**src/rtl/ao_mon_pkg.sv**
```systemverilog
// Shared definitions for the AND-OR settle-time monitor.
//   - default parameter values
//   - monitor FSM state encoding
//   - ao_gold(): reference AND-OR, w = (&stim[in_w-1:1]) | stim[0]
package ao_mon_pkg;

  localparam int AO_IN_W    = 3;
  localparam int AO_NUM_CH  = 2;
  localparam int AO_CNT_W   = 8;
  localparam int AO_TIMEOUT = 63;
  localparam int AO_HOLD    = 4;
  localparam int AO_MAX_W   = 32;  // widest stimulus ao_gold() accepts

  typedef enum logic [1:0] {IDLE, MEAS, REPORT} ao_state_e;

  // Stimulus is zero-extended to AO_MAX_W; bits at or above in_w are ignored.
  function automatic logic ao_gold(input logic [AO_MAX_W-1:0] stim,
                                   input int unsigned          in_w);
    logic a;
    a = 1'b1;
    for (int i = 1; i < AO_MAX_W; i++)
      if (i < in_w) a = a & stim[i];
    return a | stim[0];
  endfunction

endpackage

```
**src/rtl/ao_settle_chan.sv**
```systemverilog
// Per-channel settle tracking for ao_settle_monitor.
// Ports:
//   clk_i, rst_i   clock, synchronous active-high reset
//   start_i        new measurement (start or abort): clears settled flag
//   meas_i         live measurement cycle (not being aborted)
//   match_i        channel output equals golden value this cycle
//   timeout_i      measurement closes by timeout this cycle
//   cnt_i          current settle counter
//   settle_nxt_o   next settle value (only with AO_SETTLE_DELTA_EN)
//   settle_o       latched settle cycles
//   timeout_err_o  sticky: channel never settled before timeout
//   glitch_err_o   sticky: channel lost a match inside one measurement
module ao_settle_chan
  import ao_mon_pkg::*;
#(
  parameter int CNT_W   = AO_CNT_W,
  parameter int TIMEOUT = AO_TIMEOUT
) (
  input  logic             clk_i,
  input  logic             rst_i,
  input  logic             start_i,
  input  logic             meas_i,
  input  logic             match_i,
  input  logic             timeout_i,
  input  logic [CNT_W-1:0] cnt_i,
`ifdef AO_SETTLE_DELTA_EN
  output logic [CNT_W-1:0] settle_nxt_o,
`endif
  output logic [CNT_W-1:0] settle_o,
  output logic             timeout_err_o,
  output logic             glitch_err_o
);

  logic             settled_q, settled_d;
  logic [CNT_W-1:0] settle_q, settle_d;
  logic             to_q, to_d;
  logic             gl_q, gl_d;

  always_comb begin
    settled_d = settled_q;
    settle_d  = settle_q;
    to_d      = to_q;
    gl_d      = gl_q;
    if (start_i) begin
      settled_d = 1'b0;
    end else if (meas_i) begin
      if (match_i && !settled_q) begin
        settled_d = 1'b1;
        settle_d  = cnt_i;
      end else if (!match_i && settled_q) begin
        // Lost the match: re-arm so the next match re-latches settle.
        settled_d = 1'b0;
        gl_d      = 1'b1;
      end
      // A channel matching in the timeout cycle counts as settled.
      if (timeout_i && !match_i) begin
        settle_d = CNT_W'(TIMEOUT);
        to_d     = 1'b1;
      end
    end
  end

  always_ff @(posedge clk_i) begin
    if (rst_i) begin
      settled_q <= 1'b0;
      settle_q  <= '0;
      to_q      <= 1'b0;
      gl_q      <= 1'b0;
    end else begin
      settled_q <= settled_d;
      settle_q  <= settle_d;
      to_q      <= to_d;
      gl_q      <= gl_d;
    end
  end

  assign settle_o      = settle_q;
  assign timeout_err_o = to_q;
  assign glitch_err_o  = gl_q;
`ifdef AO_SETTLE_DELTA_EN
  assign settle_nxt_o  = settle_d;
`endif

endmodule

```
**src/rtl/ao_settle_monitor.sv**
```systemverilog
// Settle-time monitor for NUM_CH implementations of the AND-OR function.
// Every stimulus change starts a measurement; per-channel settle cycles are
// reported with a one-cycle meas_valid once all channels matched for HOLD
// consecutive cycles, or when the counter reaches TIMEOUT.
// Optional: AO_SETTLE_DELTA_EN adds output delta = |settle[i] - settle[0]|.
// Ports:
//   clk, rst      clock, synchronous active-high reset
//   stim          stimulus applied to all channels
//   ch_out        output bit of each implementation
//   busy          measurement in progress
//   meas_valid    one-cycle report pulse, settle fields valid with it
//   settle        per-channel settle cycles, ch i at [i*CNT_W +: CNT_W]
//   timeout_err   sticky per-channel timeout
//   glitch_err    sticky per-channel glitch
//   abort_cnt     saturating count of aborted measurements
//   delta         (AO_SETTLE_DELTA_EN only) per-channel |settle - settle[0]|
module ao_settle_monitor
  import ao_mon_pkg::*;
#(
  parameter int IN_W    = AO_IN_W,
  parameter int NUM_CH  = AO_NUM_CH,
  parameter int CNT_W   = AO_CNT_W,
  parameter int TIMEOUT = AO_TIMEOUT,
  parameter int HOLD    = AO_HOLD
) (
  input  logic                    clk,
  input  logic                    rst,
  input  logic [IN_W-1:0]         stim,
  input  logic [NUM_CH-1:0]       ch_out,
  output logic                    busy,
  output logic                    meas_valid,
  output logic [NUM_CH*CNT_W-1:0] settle,
  output logic [NUM_CH-1:0]       timeout_err,
  output logic [NUM_CH-1:0]       glitch_err,
  output logic [CNT_W-1:0]        abort_cnt
`ifdef AO_SETTLE_DELTA_EN
  ,
  output logic [NUM_CH*CNT_W-1:0] delta
`endif
);

  localparam int RUN_W = $clog2(HOLD + 1);

  ao_state_e   state_q, state_d;
  logic [IN_W-1:0]  stim_q;
  logic [CNT_W-1:0] cnt_q;
  logic [RUN_W-1:0] run_q;
  logic [CNT_W-1:0] abort_q;

  logic              gold, stim_chg, all_match, hold_done, cnt_to;
  logic              start, meas_ok, to_fire;
  logic [NUM_CH-1:0] match;
  logic [NUM_CH-1:0][CNT_W-1:0] settle_w;

  assign gold      = ao_gold(AO_MAX_W'(stim_q), IN_W);
  assign stim_chg  = (stim != stim_q);
  assign match     = ~(ch_out ^ {NUM_CH{gold}});
  assign all_match = &match;
  assign hold_done = all_match && (run_q == RUN_W'(HOLD - 1));
  assign cnt_to    = (cnt_q == CNT_W'(TIMEOUT));
  // A change in REPORT waits for IDLE; stim_q still holds the old value.
  assign start     = stim_chg && (state_q != REPORT);
  assign meas_ok   = (state_q == MEAS) && !stim_chg;
  // HOLD completion beats timeout; abort beats both via meas_ok.
  assign to_fire   = meas_ok && cnt_to && !hold_done;

  // State register
  always_ff @(posedge clk) begin
    if (rst) state_q <= IDLE;
    else     state_q <= state_d;
  end

  // Next state
  always_comb begin
    state_d = state_q;
    unique case (state_q)
      IDLE:    if (stim_chg) state_d = MEAS;
      MEAS:    if (stim_chg)             state_d = MEAS;
               else if (hold_done || cnt_to) state_d = REPORT;
      REPORT:  state_d = IDLE;
      default: state_d = IDLE;
    endcase
  end

  // Outputs
  always_comb begin
    busy       = (state_q == MEAS);
    meas_valid = (state_q == REPORT);
  end

  always_ff @(posedge clk) begin
    if (rst) begin
      stim_q  <= stim;
      cnt_q   <= '0;
      run_q   <= '0;
      abort_q <= '0;
    end else begin
      if (start) begin
        stim_q <= stim;
        cnt_q  <= '0;
        run_q  <= '0;
      end else if (state_q == MEAS) begin
        if (cnt_q != '1) cnt_q <= cnt_q + CNT_W'(1);
        run_q <= all_match ? run_q + RUN_W'(1) : '0;
      end
      if ((state_q == MEAS) && stim_chg && (abort_q != '1))
        abort_q <= abort_q + CNT_W'(1);
    end
  end

  assign abort_cnt = abort_q;
  assign settle    = settle_w;

`ifdef AO_SETTLE_DELTA_EN
  logic [NUM_CH-1:0][CNT_W-1:0] settle_nxt, delta_q;

  // Built from next-state settle values so delta lines up with meas_valid.
  always_ff @(posedge clk) begin
    if (rst) delta_q <= '0;
    else
      for (int i = 0; i < NUM_CH; i++)
        delta_q[i] <= (settle_nxt[i] >= settle_nxt[0]) ? settle_nxt[i] - settle_nxt[0]
                                                        : settle_nxt[0] - settle_nxt[i];
  end
  assign delta = delta_q;
`endif

  for (genvar i = 0; i < NUM_CH; i++) begin : g_ch
    ao_settle_chan #(.CNT_W(CNT_W), .TIMEOUT(TIMEOUT)) u_chan (
      .clk_i        (clk),
      .rst_i        (rst),
      .start_i      (start),
      .meas_i       (meas_ok),
      .match_i      (match[i]),
      .timeout_i    (to_fire),
      .cnt_i        (cnt_q),
`ifdef AO_SETTLE_DELTA_EN
      .settle_nxt_o (settle_nxt[i]),
`endif
      .settle_o     (settle_w[i]),
      .timeout_err_o(timeout_err[i]),
      .glitch_err_o (glitch_err[i])
    );
  end

endmodule

```
**config.mk**
```make
export PLATFORM = sky130hd
export DESIGN_NAME = ao_settle_monitor
export DESIGN_NICKNAME = d
export VERILOG_FILES = /design/src/rtl/ao_mon_pkg.sv /design/src/rtl/ao_settle_chan.sv /design/src/rtl/ao_settle_monitor.sv
export SDC_FILE = /design/constraint.sdc
export NUM_CORES = 1
export LEC_CHECK = 0
export BUFFER_PORTS_ARGS = -buffer_cell sky130_fd_sc_hd__buf_2
export CAP_MARGIN = 0
export CORE_MARGIN = 3
export CORE_UTILIZATION = 30
export DETAILED_ROUTE_END_ITERATION = 7
export GPL_TIMING_DRIVEN = 0
export PLACE_DENSITY_LB_ADDON = 0.12
export SYNTH_ARGS = -nofsm -noshare
export SYNTH_HDL_FRONTEND = slang
export SYNTH_SLANG_ARGS = --single-unit
```
**constraint.sdc**
```tcl
create_clock -name clk -period 2.1 [get_ports clk]
set_clock_uncertainty 0.15 [all_clocks]
set_input_delay 0.42 -clock clk [delete_from_list [all_inputs] [get_ports clk]]
set_output_delay 0.42 -clock clk [all_outputs]
set_load 0.1 [all_outputs]
```
Yosys cells after proc, flatten, opt, wreduce, memory -nomap -nowiden
Index checks and enable logic that the tools add are counted.
{"block": "word_totals", "mem_count": 0, "ramBits": 0, "wordCells": 86, "reg_bits": 46, "latch_bits": 0, "rom_bits": 0, "in_bits": 7, "output_inout_bits": 30}
{"block": "op_classes", "mul": 0, "n_addsub": 3, "shifts": 0, "reduce_logical": 38, "n_mux": 15, "n_bitwise": 7, "n_eq_ne": 10, "div_mod_pow": 0, "n_lt_le_gt_ge": 0}
{"cell": "$mux W8", "count": 4}
{"cell": "$add A8 B1 Y8 const B", "count": 2}
{"cell": "$ne A8 B8 Y1 const B", "count": 2}
{"cell": "$logic_and A1 B1 Y1", "count": 13}
{"cell": "$reduce_and A3 Y1", "count": 4}
{"cell": "$reduce_and A2 Y1", "count": 5}
{"cell": "$reduce_bool A2 Y1", "count": 5}
{"cell": "$mux W3", "count": 3}
{"cell": "$eq A8 B6 Y1 const B", "count": 1}
{"cell": "$reduce_and A4 Y1", "count": 2}
{"cell": "$logic_not A1 Y1", "count": 6}
{"cell": "$mux W2", "count": 3}
{"cell": "$mux W1", "count": 4}
{"cell": "$ne A2 B2 Y1 const B", "count": 2}
{"cell": "$pmux W2 S2", "count": 1}
{"cell": "$add A3 B1 Y3 const B", "count": 1}
{"cell": "$eq A3 B2 Y1 const B", "count": 1}
{"cell": "$ne A3 B1 Y1 const B", "count": 1}
{"cell": "$ne A3 B3 Y1", "count": 1}
{"cell": "$not A1 Y1", "count": 3}
{"cell": "$eq A2 B1 Y1 const B", "count": 1}
{"cell": "$eq A2 B2 Y1 const B", "count": 1}
{"cell": "$logic_not A2 Y1", "count": 1}
{"cell": "$not A2 Y2", "count": 1}
{"cell": "5 further kinds", "count": 5}

Longest topological paths before layout
Gate-level depths: netlist of run 1.
{"block": "logic_depth", "depth_word": 11, "depth_mapped": 8, "depth_no_buf": 7}

By module
From an unflattened synthesis of run 1, not the netlist that was laid out.
{"block": "unflattened", "cells_unflattened": 225, "hier_area_um2": 2192.1}
{"mod": "ao_settle_monitor", "area_per_inst_um2": 1241.2, "seq_area_each_um2": 510.5, "cells_per_inst": 139, "instances": 1}
{"mod": "ao_settle_chan", "area_per_inst_um2": 475.5, "seq_area_each_um2": 220.2, "cells_per_inst": 43, "instances": 2}

Least setup slack after synthesis of run 1
No wires, ideal clock.
{"block": "synth_path", "path_kind": "flip-flop to flip-flop", "startpoint": "reg state_q[1]", "endpoint": "reg stim_q[0] (enable)", "path_slack_ps": -670, "arrival_ps": 2361, "path_buffers": 1, "required_time_ps": 1691, "path_stages_with_launch": 4, "setup_ps": 259, "period_less_slack_ps": 2770, "cell_sequence": "dfxtp_1 -> nor2b_1 -> o21ai_1 -> buf_2"}
{"block": "synth_between", "elab_chain_cells": 3}
{"element": "start, declared", "line_no": "ao_settle_monitor.sv:44", "text": "ao_state_e state_q, state_d;"}
{"element": "start signal, assigned", "line_no": "ao_settle_monitor.sv:70", "text": "else state_q <= state_d;"}
{"element": "$ne A2 B2 Y1", "line_no": "ao_settle_monitor.sv:62", "text": "assign start = stim_chg && (state_q != REPORT);"}
{"element": "$logic_and A1 B1 Y1", "line_no": "ao_settle_monitor.sv:62"}
{"element": "$reduce_bool A2 Y1 (no source line)"}
{"element": "end signal, assigned", "line_no": "ao_settle_monitor.sv:93", "text": "stim_q <= stim;"}
{"element": "end signal, assigned", "line_no": "ao_settle_monitor.sv:99", "text": "stim_q <= stim;"}
{"element": "end, declared", "line_no": "ao_settle_monitor.sv:45", "text": "logic [IN_W-1:0] stim_q;"}
No other way between the ends.
A chain may end at the register's enable or synchronous reset.

Worst setup path after layout of run 1
{"block": "layout_path", "startpoint": "reg state_q[0]", "endpoint": "out busy"}
{"block": "layout_between", "elab_chain_cells": 1}
{"element": "$eq A2 B1 Y1", "line_no": "ao_settle_monitor.sv:87", "text": "busy = (state_q == MEAS);"}
{"element": "end, declared", "line_no": "ao_settle_monitor.sv:30", "text": "output logic busy,"}
No other way between the ends.

==> flow_metrics.env, run 1 <==
export IMPL_critical_path_arrival_ns=1.45
export IMPL_post_synth_fa_ha_maj_area_fraction_pct=4.01
export IMPL_synth_area_mux_share_pct=1.71
export IMPL_worst_slew_pin_slew_ns=0.559
export IMPL_route_detailed_vias_per_inst=5.18
export IMPL_tritoncts_num_sinks=46
export IMPL_ys_top_cells_by_count="sky130_fd_sc_hd__dfxtp_1, sky130_fd_sc_hd__nor2_1, sky130_fd_sc_hd__nor4_1, sky130_fd_sc_hd__nand2_1, sky130_fd_sc_hd__nand3_1"
export IMPL_yosysUniqueCellTypes=49
export IMPL_holdCritPathClass="input port to flop"
export IMPL_synthesis_area_sq_mm=0.00249
export IMPL_multi_input_area_sq_mm=0.00156
export IMPL_drt_wl_total_mm=6.99
export IMPL_ys_warn_count=0
export IMPL_synth_most_common_cell="sky130_fd_sc_hd__dfxtp_1"
export IMPL_cts_hold_buf=0
export IMPL_worstSetupPathType="flop to output pin"
export IMPL_worstPathRequired_ns=1.53
export IMPL_flow_area_growth_from_synthesis_pct=30.3
export IMPL_vdd_ir_drop_max_mv=0.202
export IMPL_synthSimpleGateAreaFrac_pct=25.6
export IMPL_fillerInstances=804
export IMPL_first_global_vias=2245
export IMPL_max_slew_margin_rel_pct=62.7
export IMPL_postSynthCellCount=281
export IMPL_floorplan_die_height_microns=97.2
export IMPL_synth_nets=296
export IMPL_timing_final_crit_period_ns=2.02
export IMPL_worstSetupStartpointType="flop"
export IMPL_grt_total_usage_pct=14.9
export IMPL_synthDominantCellAreaShare_pct=34.5
export IMPL_fin_crit_sh_pct=96.4
export IMPL_hold_viol_final=0
export IMPL_sequential_cell_area_sq_um=961
export IMPL_fraction_of_the_mapped_netlist_area_in_compound_gates_pct=19.8
export IMPL_floorplan_die_width_microns=97.2
export IMPL_synth_ff_latch_count=46
export IMPL_detailedRoute_firstIterationViolations=82
export IMPL_cp_max_fo=10
export IMPL_setup_violations=0
export IMPL_synth_seq_area_share_pct=38.1
export IMPL_placement_rows=32
export IMPL_fin_nets=353
export IMPL_detailed_place_hpwl_mm=4.96
export IMPL_synth_top_cell_by_area="sky130_fd_sc_hd__dfxtp_1"
export IMPL_worst_setup_path_end_kind="output pin"
export IMPL_antenna_cells=0
export IMPL_tritoncts_num_buffers=5
export IMPL_cts_tree="built"
export IMPL_clk_root_buffer_cell="sky130_fd_sc_hd__clkbuf_8"
export IMPL_drc=0
export IMPL_postLayoutSetupSlackWorst_ns=0.0754
export IMPL_status="complete, no violations"
export IMPL_h_tree_level_count=2
export IMPL_detailroute_via_count=2285
export IMPL_syn_mean_instance_area_sq_um=8.87
export IMPL_max_freq_mhz=494
export IMPL_synth_top_family_by_area="simple AND/OR/NAND/NOR gates"
export IMPL_final_util_pct=41.2
export IMPL_static_leakage_power_nw=1.19
export IMPL_timing_max_cap_violations=0
export IMPL_buffers_on_ports=36
export IMPL_initial_core_util_pct=31.6
export IMPL_num_io_pins=37
export IMPL_final_layout_size_suffix_gt1_share_pct=32.4
export IMPL_wl_per_cell_microns=15.8
export IMPL_grt_antenna_before_repair=0
export IMPL_clock_insertion_delay_at_the_later_pin_of_the_skew_report_ns=0.30
export IMPL_ys_async_sr_fraction_pct=0
export IMPL_grt_pass1_wl_mm=11.4
export IMPL_globalplace_congestion=0.796
export IMPL_clk_path_buf_depth=2
export IMPL_post_place_ws_ns=-0.380
export IMPL_synth_enable_flop_cells=3
export IMPL_core_area_sq_mm=0.00789
export IMPL_grt_max_degree=14
export IMPL_powerDensity_mw_per_mm2=618
export IMPL_first_pass_iters=4
export IMPL_overflow=0
export IMPL_fin_tns_setup_ns=0
export IMPL_synth_xor_xnor_area_share_pct=5.12
export IMPL_synthFlopType="sky130_fd_sc_hd__dfxtp_1"
export IMPL_maxSlewViolCount=0
export IMPL_yosys_top_cells_area="sky130_fd_sc_hd__dfxtp_1, sky130_fd_sc_hd__nor4_1, sky130_fd_sc_hd__ha_1"
export IMPL_clk_pin_slew_ns=0.09
export IMPL_die_area_sq_mm=0.00944
export IMPL_final_antenna_net_count=0
[path summary, 6_finish.rpt]
path | slack (ns) | endpoint | cells after the start | startpoint
worst max-delay path | 0.08 | busy | 5 | state_q[0]
worst min register to register | 0.31 | run_q[2] | 2 | run_q[2]
worst min-delay path | 0.26 | stim_q[2] | 1 | stim[2]
worst max register to register | 0.10 | stim_q[0] | 5 | stim_q[0]
[worst max-delay path, stage by stage, from the launching register on]
cell and delay, ns:
sky130_fd_sc_hd__dfxtp_1 0.40, sky130_fd_sc_hd__nand2b_1 0.07, sky130_fd_sc_hd__clkbuf_4 0.20, sky130_fd_sc_hd__inv_4 0.11, sky130_fd_sc_hd__buf_6 0.17, sky130_fd_sc_hd__buf_12 0.18
[what timing repair did]
action,4_1_cts,5_1_grt
cloned,0,1
endpoints found under the setup margin,39,31
resized for setup,16,30
pin swaps,4,4
buffers inserted,11,2
endpoints found under the hold margin,0,0
[cells in the final DEF (no fill, tap or decap), types with 8 or more instances in the layout]
master	count
sky130_fd_sc_hd__a211o_1	8
sky130_fd_sc_hd__a211oi_1	9
sky130_fd_sc_hd__a21oi_1	11
sky130_fd_sc_hd__a31oi_1	10
sky130_fd_sc_hd__buf_2	36
sky130_fd_sc_hd__buf_4	18
sky130_fd_sc_hd__clkbuf_8	8
sky130_fd_sc_hd__dfxtp_1	35
sky130_fd_sc_hd__dfxtp_2	8
sky130_fd_sc_hd__ha_1	8
sky130_fd_sc_hd__inv_1	8
sky130_fd_sc_hd__nand2_1	17
sky130_fd_sc_hd__nand3_1	12
sky130_fd_sc_hd__nand4_1	8
sky130_fd_sc_hd__nor2_1	22
sky130_fd_sc_hd__nor2b_1	9
sky130_fd_sc_hd__nor4_1	16
[area by class of cell]
type / instances / share of cell area [%]
multi-input combinational: 205 / 48.0
sequential: 46 / 29.6
timing repair buffer: 50 / 9.74
buffer: 19 / 3.93
tap: 102 / 3.93
clock buffer: 8 / 3.39
inverter: 11 / 1.42
[per-stage QoR]
step / std cells / total power (W) / hold WS (ns) / area, sq um
finish: 441 / 0.00201 / 0.260 / 3250
global route: 441 / 0.00211 / 0.255 / 3250
detailed placement: 419 / 0.00129 / 0.300 / 2820
floorplan: 281 / 0.00120 / 0.286 / 2510
global placement: 419 / 0.00128 / 0.295 / 2820
CTS: 438 / 0.00199 / 0.227 / 3100
[routing by layer]
metal	up-vias	global-route usage [%]	routed length [microns]
li1	1169	-	-
met1	1068	19.3	3310
met2	40	24.7	3410
met3	8	3.16	202
met4	0	4.64	71
met5	-	0	0
[report_power, final]
part	switching (W)	internal, W	total (W)
clock	0.000320	0.000333	0.000654
sequential	0.0000181	0.000899	0.000917
combinational	0.000295	0.000143	0.000438
total	0.000633	0.00138	0.00201
[flip-flops by register name, summed over array words and instances (netlist names)]
register and count:
stim_q 3, abort_cnt 8, g_ch.u_chan.settle_o 16, g_ch.u_chan.glitch_err_o 2, g_ch.u_chan.settled_q 2, cnt_q 8
run_q 3, g_ch.u_chan.timeout_err_o 2, state_q 2
[cells by family after synthesis]
kind of cell               Yosys count
and+or+nand+nor                    115
AOI/OAI and AO/OA                   69
xor gates and xnor gates             9
adders and majority gates            8
buffers and inverters               30
DFF                                 46
muxes                                4
Note: power is estimated with default switching activity, not from simulation.
==> run 2: changes to the inputs <==
- MAX_ROUTING_LAYER: unset -> met4
==> run 2 against run 1 <==
Against the previous run:
- maximum frequency barely moved
- worst setup slack improved by 0.0013 ns
- total power is essentially flat
- first-iteration DRC count shrank 4.9%
- non-clock buffer count is the same
- cell area did not move
- sequential cell count is the same
- wire length fell by 0.16%
- count of clock-buffer cells in the layout stayed put
- register-to-register slack is essentially flat
- highest routed layer unchanged
==> flow_metrics.env, run 2 (synthesized netlist as in run 1, its figures left out) <==
export IMPL_status="complete, no violations"
export IMPL_worstPathRequired_ns=1.53
export IMPL_grt_pass1_wl_mm=11.4
export IMPL_max_slew_margin_rel_pct=62.5
export IMPL_cell_by_cell_listing_of_the_critical_path="nand2b_1 -> clkbuf_4 -> inv_4 -> buf_6 -> buf_12"
export IMPL_vdd_ir_drop_max_mv=0.203
export IMPL_worst_setup_path_end_kind="output pin"
export IMPL_wl_per_cell_microns=15.8
export IMPL_static_leakage_power_nw=1.19
export IMPL_placement_rows=32
export IMPL_clk_path_buf_depth=2
export IMPL_flow_area_growth_from_synthesis_pct=30.3
export IMPL_overflow=0
export IMPL_worst_slew_pin_slew_ns=0.562
export IMPL_worstSetupPathType="flop to output pin"
export IMPL_fillerInstances=804
export IMPL_route_detailed_vias_per_inst=5.15
export IMPL_tritoncts_num_buffers=5
export IMPL_power_frac_seq_pct=45.7
export IMPL_clock_insertion_delay_at_the_later_pin_of_the_skew_report_ns=0.30
export IMPL_hold_viol_final=0
export IMPL_largest_register_ff_count=16
export IMPL_detailedRoute_firstIterationViolations=78
export IMPL_tritoncts_num_sinks=46
export IMPL_initial_core_util_pct=31.6
export IMPL_timing_max_cap_violations=0
export IMPL_power_switching_share_pct=31.5
export IMPL_first_pass_iters=4
export IMPL_buffers_on_ports=36
export IMPL_holdCritPathClass="input port to flop"
export IMPL_globalplace_congestion=0.807
export IMPL_setup_violations=0
export IMPL_maxSlewViolCount=0
export IMPL_critical_path_arrival_ns=1.45
export IMPL_worst_path_max_delay_cell="sky130_fd_sc_hd__dfxtp_1"
export IMPL_clk_root_buffer_cell="sky130_fd_sc_hd__clkbuf_8"
export IMPL_timing_final_crit_period_ns=2.02
export IMPL_p_sw_w=0.000633
export IMPL_final_layout_size_suffix_gt1_share_pct=32.4
export IMPL_logic_pwr_share_pct=21.8
export IMPL_powerDensity_mw_per_mm2=618
export IMPL_cts_hold_buf=0
export IMPL_fin_crit_sh_pct=96.3
export IMPL_worstSetupStartpointType="flop"
export IMPL_cp_slowest_stage_delay_ns=0.40
export IMPL_final_util_pct=41.2
export IMPL_final_antenna_net_count=0
export IMPL_fin_worst_hold_slack_ns=0.259
export IMPL_internal_power_w=0.00138
export IMPL_grt_antenna_before_repair=0
export IMPL_total_power_w=0.00201
export IMPL_num_io_pins=37
export IMPL_pwr_share_clk_pct=32.6
export IMPL_h_tree_level_count=2
export IMPL_first_global_vias=2245
export IMPL_detailroute_via_count=2271
export IMPL_detailed_place_hpwl_mm=4.96
export IMPL_drt_wl_total_mm=6.97
export IMPL_grt_max_degree=14
export IMPL_max_freq_mhz=494
export IMPL_layout_cells_most_common="sky130_fd_sc_hd__buf_2"
export IMPL_floorplan_die_height_microns=97.2
export IMPL_fin_nets=353
export IMPL_grt_total_usage_pct=15.3
export IMPL_floorplan_die_width_microns=97.2
export IMPL_clk_pin_slew_ns=0.09
export IMPL_postLayoutSetupSlackWorst_ns=0.0767
export IMPL_antenna_cells=0
export IMPL_cp_max_fo=10
export IMPL_drc=0
export IMPL_die_area_sq_mm=0.00944
export IMPL_commonest_cells_after_routing_fill_and_taps_aside="sky130_fd_sc_hd__buf_2, sky130_fd_sc_hd__dfxtp_1, sky130_fd_sc_hd__nor2_1, sky130_fd_sc_hd__buf_4, sky130_fd_sc_hd__nand2_1"
export IMPL_core_area_sq_mm=0.00789
export IMPL_flop2flop_setup_slack_ns=0.10
export IMPL_cts_tree="built"
export IMPL_post_place_ws_ns=-0.380
## run 2: cell counts in the layout (fill, tap and decap cells not counted)
Identical to the previous run, type by type.
## run 2: final timing paths
check	startpoint	to	cells after the start
setup / recovery	state_q[0]	busy	5
hold / removal	stim[2]	stim_q[2]	1
setup reg to reg	stim_q[0]	stim_q[0]	5
hold reg to reg	run_q[2]	run_q[2]	2
## run 2: timing repair
item	4_1_cts	5_1_grt
pin swaps	4	4
buffers inserted	11	2
endpoints found under the setup margin	39	31
gates resized for setup	16	30
gates cloned	0	1
## run 2: critical path, delay by kind of cell (launching register included)
kind / cells / cell delay, ns
buf+inv: 4 / 0.66
simple gates: 1 / 0.07
flops: 1 / 0.40
## run 2: cell type report
type | instances | area, sq um | area share, %
Clock buffer | 8 | 110 | 3.39
Inverter | 11 | 46.3 | 1.42
Timing Repair Buffer | 50 | 317 | 9.74
Buffer | 19 | 128 | 3.93
Tap cell | 102 | 128 | 3.93
Sequential cell | 46 | 961 | 29.6
Multi-Input combinational cell | 205 | 1560 | 48.0
## run 2: stage by stage
step / instance area [sq um] / TNS, ns / cells
floorplan: 2510 / 0 / 281
global placement: 2820 / -7.11 / 419
detailed placement: 2820 / -6.65 / 419
CTS: 3100 / -0.0592 / 438
global route: 3250 / -0.000610 / 441
finish: 3250 / 0 / 441
## run 2: power by group through the flow
| stage | registers (W) | clock network (W) | logic [W] |
|---|---|---|---|
| final | 0.000917 | 0.000654 | 0.000438 |
| after global placement | 0.000939 | 0 | 0.000345 |
| after floorplan | 0.00100 | 0 | 0.000194 |
| after detailed placement | 0.000940 | 0 | 0.000346 |
| after CTS | 0.000917 | 0.000675 | 0.000401 |
| after global routing | 0.000920 | 0.000714 | 0.000472 |
## run 2: routing by layer
layer / GRT usage [%] / vias up / wire length [microns]
met5: - / - / 0
met4: 4.64 / 0 / 91
met3: 3.02 / 9 / 164
met2: 24.7 / 28 / 3390
met1: 19.4 / 1063 / 3330
li1: - / 1171 / -
==> run 3: changes to the inputs <==
- CTS_BUF_LIST: unset -> sky130_fd_sc_hd__clkbuf_8
- PLACE_DENSITY: unset -> 0.46
- PLACE_DENSITY_LB_ADDON: 0.12 -> unset
==> run 3 against run 2 <==
Against the previous run:
- cell count is 0.23% lower
- register-to-register slack worse by 0.02 ns
- die area stayed put
- utilization is 0.33 points lower
- count of clock-buffer cells in the layout is 2 lower
- via count is 3.1% higher
- critical path depth stayed put
- sequential cell count stayed put
- wire length is 0.89% higher
- clock power is 10% lower
- critical endpoint unchanged
==> flow_metrics.env, run 3 (synthesized netlist as in run 1, its figures left out) <==
export IMPL_sequential_cell_area_sq_um=962
export IMPL_first_pass_iters=4
export IMPL_fin_crit_sh_pct=96.6
export IMPL_cell_by_cell_listing_of_the_critical_path="nand2b_1 -> clkbuf_4 -> inv_2 -> buf_6 -> buf_12"
export IMPL_detailed_place_hpwl_mm=5.01
export IMPL_maxSlewViolCount=0
export IMPL_final_antenna_net_count=0
export IMPL_cp_max_fo=10
export IMPL_detailedRoute_firstIterationViolations=99
export IMPL_max_freq_mhz=493
export IMPL_tritoncts_num_sinks=46
export IMPL_first_global_vias=2253
export IMPL_max_slew_margin_rel_pct=64.1
export IMPL_buffers_on_ports=36
export IMPL_clk_root_buffer_cell="sky130_fd_sc_hd__clkbuf_8"
export IMPL_antenna_cells=0
export IMPL_hold_viol_final=0
export IMPL_initial_core_util_pct=31.6
export IMPL_globalplace_congestion=0.793
export IMPL_grt_total_usage_pct=15.5
export IMPL_critical_path_arrival_ns=1.46
export IMPL_layout_cells_most_common="sky130_fd_sc_hd__buf_2"
export IMPL_worst_setup_path_end_kind="output pin"
export IMPL_powerDensity_mw_per_mm2=604
export IMPL_vdd_ir_drop_max_mv=0.223
export IMPL_route_detailed_vias_per_inst=5.32
export IMPL_fillerInstances=804
export IMPL_worstSetupPathType="flop to output pin"
export IMPL_worst_path_buf_inv=4
export IMPL_drt_wl_total_mm=7.04
export IMPL_grt_pass1_wl_mm=11.6
export IMPL_worst_slew_pin_slew_ns=0.539
export IMPL_timing_final_crit_period_ns=2.03
export IMPL_clock_insertion_delay_at_the_later_pin_of_the_skew_report_ns=0.31
export IMPL_final_util_pct=40.9
export IMPL_clk_path_buf_depth=2
export IMPL_flow_area_growth_from_synthesis_pct=29.3
export IMPL_worstPathRequired_ns=1.53
export IMPL_cp_slowest_stage_delay_ns=0.33
export IMPL_grt_antenna_before_repair=0
export IMPL_num_io_pins=37
export IMPL_drc=0
export IMPL_grt_max_degree=15
export IMPL_total_power_w=0.00195
export IMPL_worstSetupStartpointType="flop"
export IMPL_die_area_sq_mm=0.00944
export IMPL_worst_path_max_delay_cell="sky130_fd_sc_hd__dfxtp_1"
export IMPL_tritoncts_num_buffers=5
export IMPL_hp_start="stim[0]"
export IMPL_floorplan_die_height_microns=97.2
export IMPL_static_leakage_power_nw=1.17
export IMPL_final_layout_size_suffix_gt1_share_pct=32.0
export IMPL_status="complete, no violations"
export IMPL_placement_rows=32
export IMPL_multi_input_area_sq_mm=0.00156
export IMPL_critPathTopFamily="buffers and inverters"
export IMPL_wl_per_cell_microns=16.0
export IMPL_core_area_sq_mm=0.00789
export IMPL_floorplan_die_width_microns=97.2
export IMPL_holdCritPathClass="input port to flop"
export IMPL_fin_nets=352
export IMPL_clk_pin_slew_ns=0.09
export IMPL_timing_max_cap_violations=0
export IMPL_r2r_start="stim_q[1]"
export IMPL_critical_path_startpoint="state_q[1]"
export IMPL_largest_register_ff_count=16
export IMPL_detailroute_via_count=2342
export IMPL_setup_violations=0
export IMPL_commonest_cells_after_routing_fill_and_taps_aside="sky130_fd_sc_hd__buf_2, sky130_fd_sc_hd__dfxtp_1, sky130_fd_sc_hd__nor2_1"
export IMPL_h_tree_level_count=2
export IMPL_cts_tree="built"
export IMPL_overflow=0
==> run 3: cell types whose count changed in the layout (fill, tap and decap cells not counted), sizes merged <==
cell,before,now
clkbuf,18,15
clkinv,1,2
clkinvlp,0,1
==> run 3: worst reg2reg max path: cells and delay by family, from the launching register on <==
family,cells,cell delay [ns]
mux,1,0.40
buf+inv,2,0.39
simple gates,1,0.12
flops,1,0.44
compound gates,2,0.40
==> run 3: repair_timing <==
action                                 in CTS  in global routing
pin swaps                                   3                  2
resized for setup                          16                 27
setup buffers                               8                  4
hold buffers                                0                  0
endpoints found under the hold margin       0                  0
gates cloned                                0                  1
setup endpoints to repair                  39                 40
==> run 3: power breakdown <==
group	internal [W]	switching [W]
sequential	0.000899	0.0000161
clock	0.000265	0.000322
combinational	0.000142	0.000302
==> run 3: layer usage <==
layer,wire [microns],vias to the layer above,GRT usage [%]
met1,3270,1124,19.9
met2,3350,46,24.9
li1,-,1162,-
met5,0,-,-
met3,276,10,2.51
met4,138,0,5.18
==> run 3: stage by stage <==
stage / TNS (ns) / setup WS, ns / instance area (sq um) / hold WS [ns] / std cells
6_report: 0 / 0.0708 / 3220 / 0.271 / 440
5_1_grt: -0.00462 / -0.00462 / 3220 / 0.270 / 440
4_1_cts: -0.115 / -0.0274 / 3060 / 0.224 / 435
3_5_place_dp: -7.62 / -0.408 / 2820 / 0.306 / 419
3_3_place_gp: -7.27 / -0.363 / 2820 / 0.295 / 419
2_1_floorplan: 0 / 0.00229 / 2510 / 0.286 / 281
==> run 3: final cells by class <==
class | instances | share of cell area, %
multi-input combinational | 205 | 48.4
sequential | 46 | 29.9
timing repair buffer | 49 | 9.59
tap | 102 | 3.96
buffer | 19 | 3.84
clock buffer | 6 | 2.56
inverter | 11 | 1.36
clock inverter | 2 | 0.388
==> run 3: final timing paths <==
path	end	slack [ns]	cells after the start
max reg2reg	g_ch[1].u_chan.settle_o[2]	0.08	6
min	stim_q[0]	0.27	1
max	busy	0.07	5
min reg2reg	run_q[2]	0.32	2
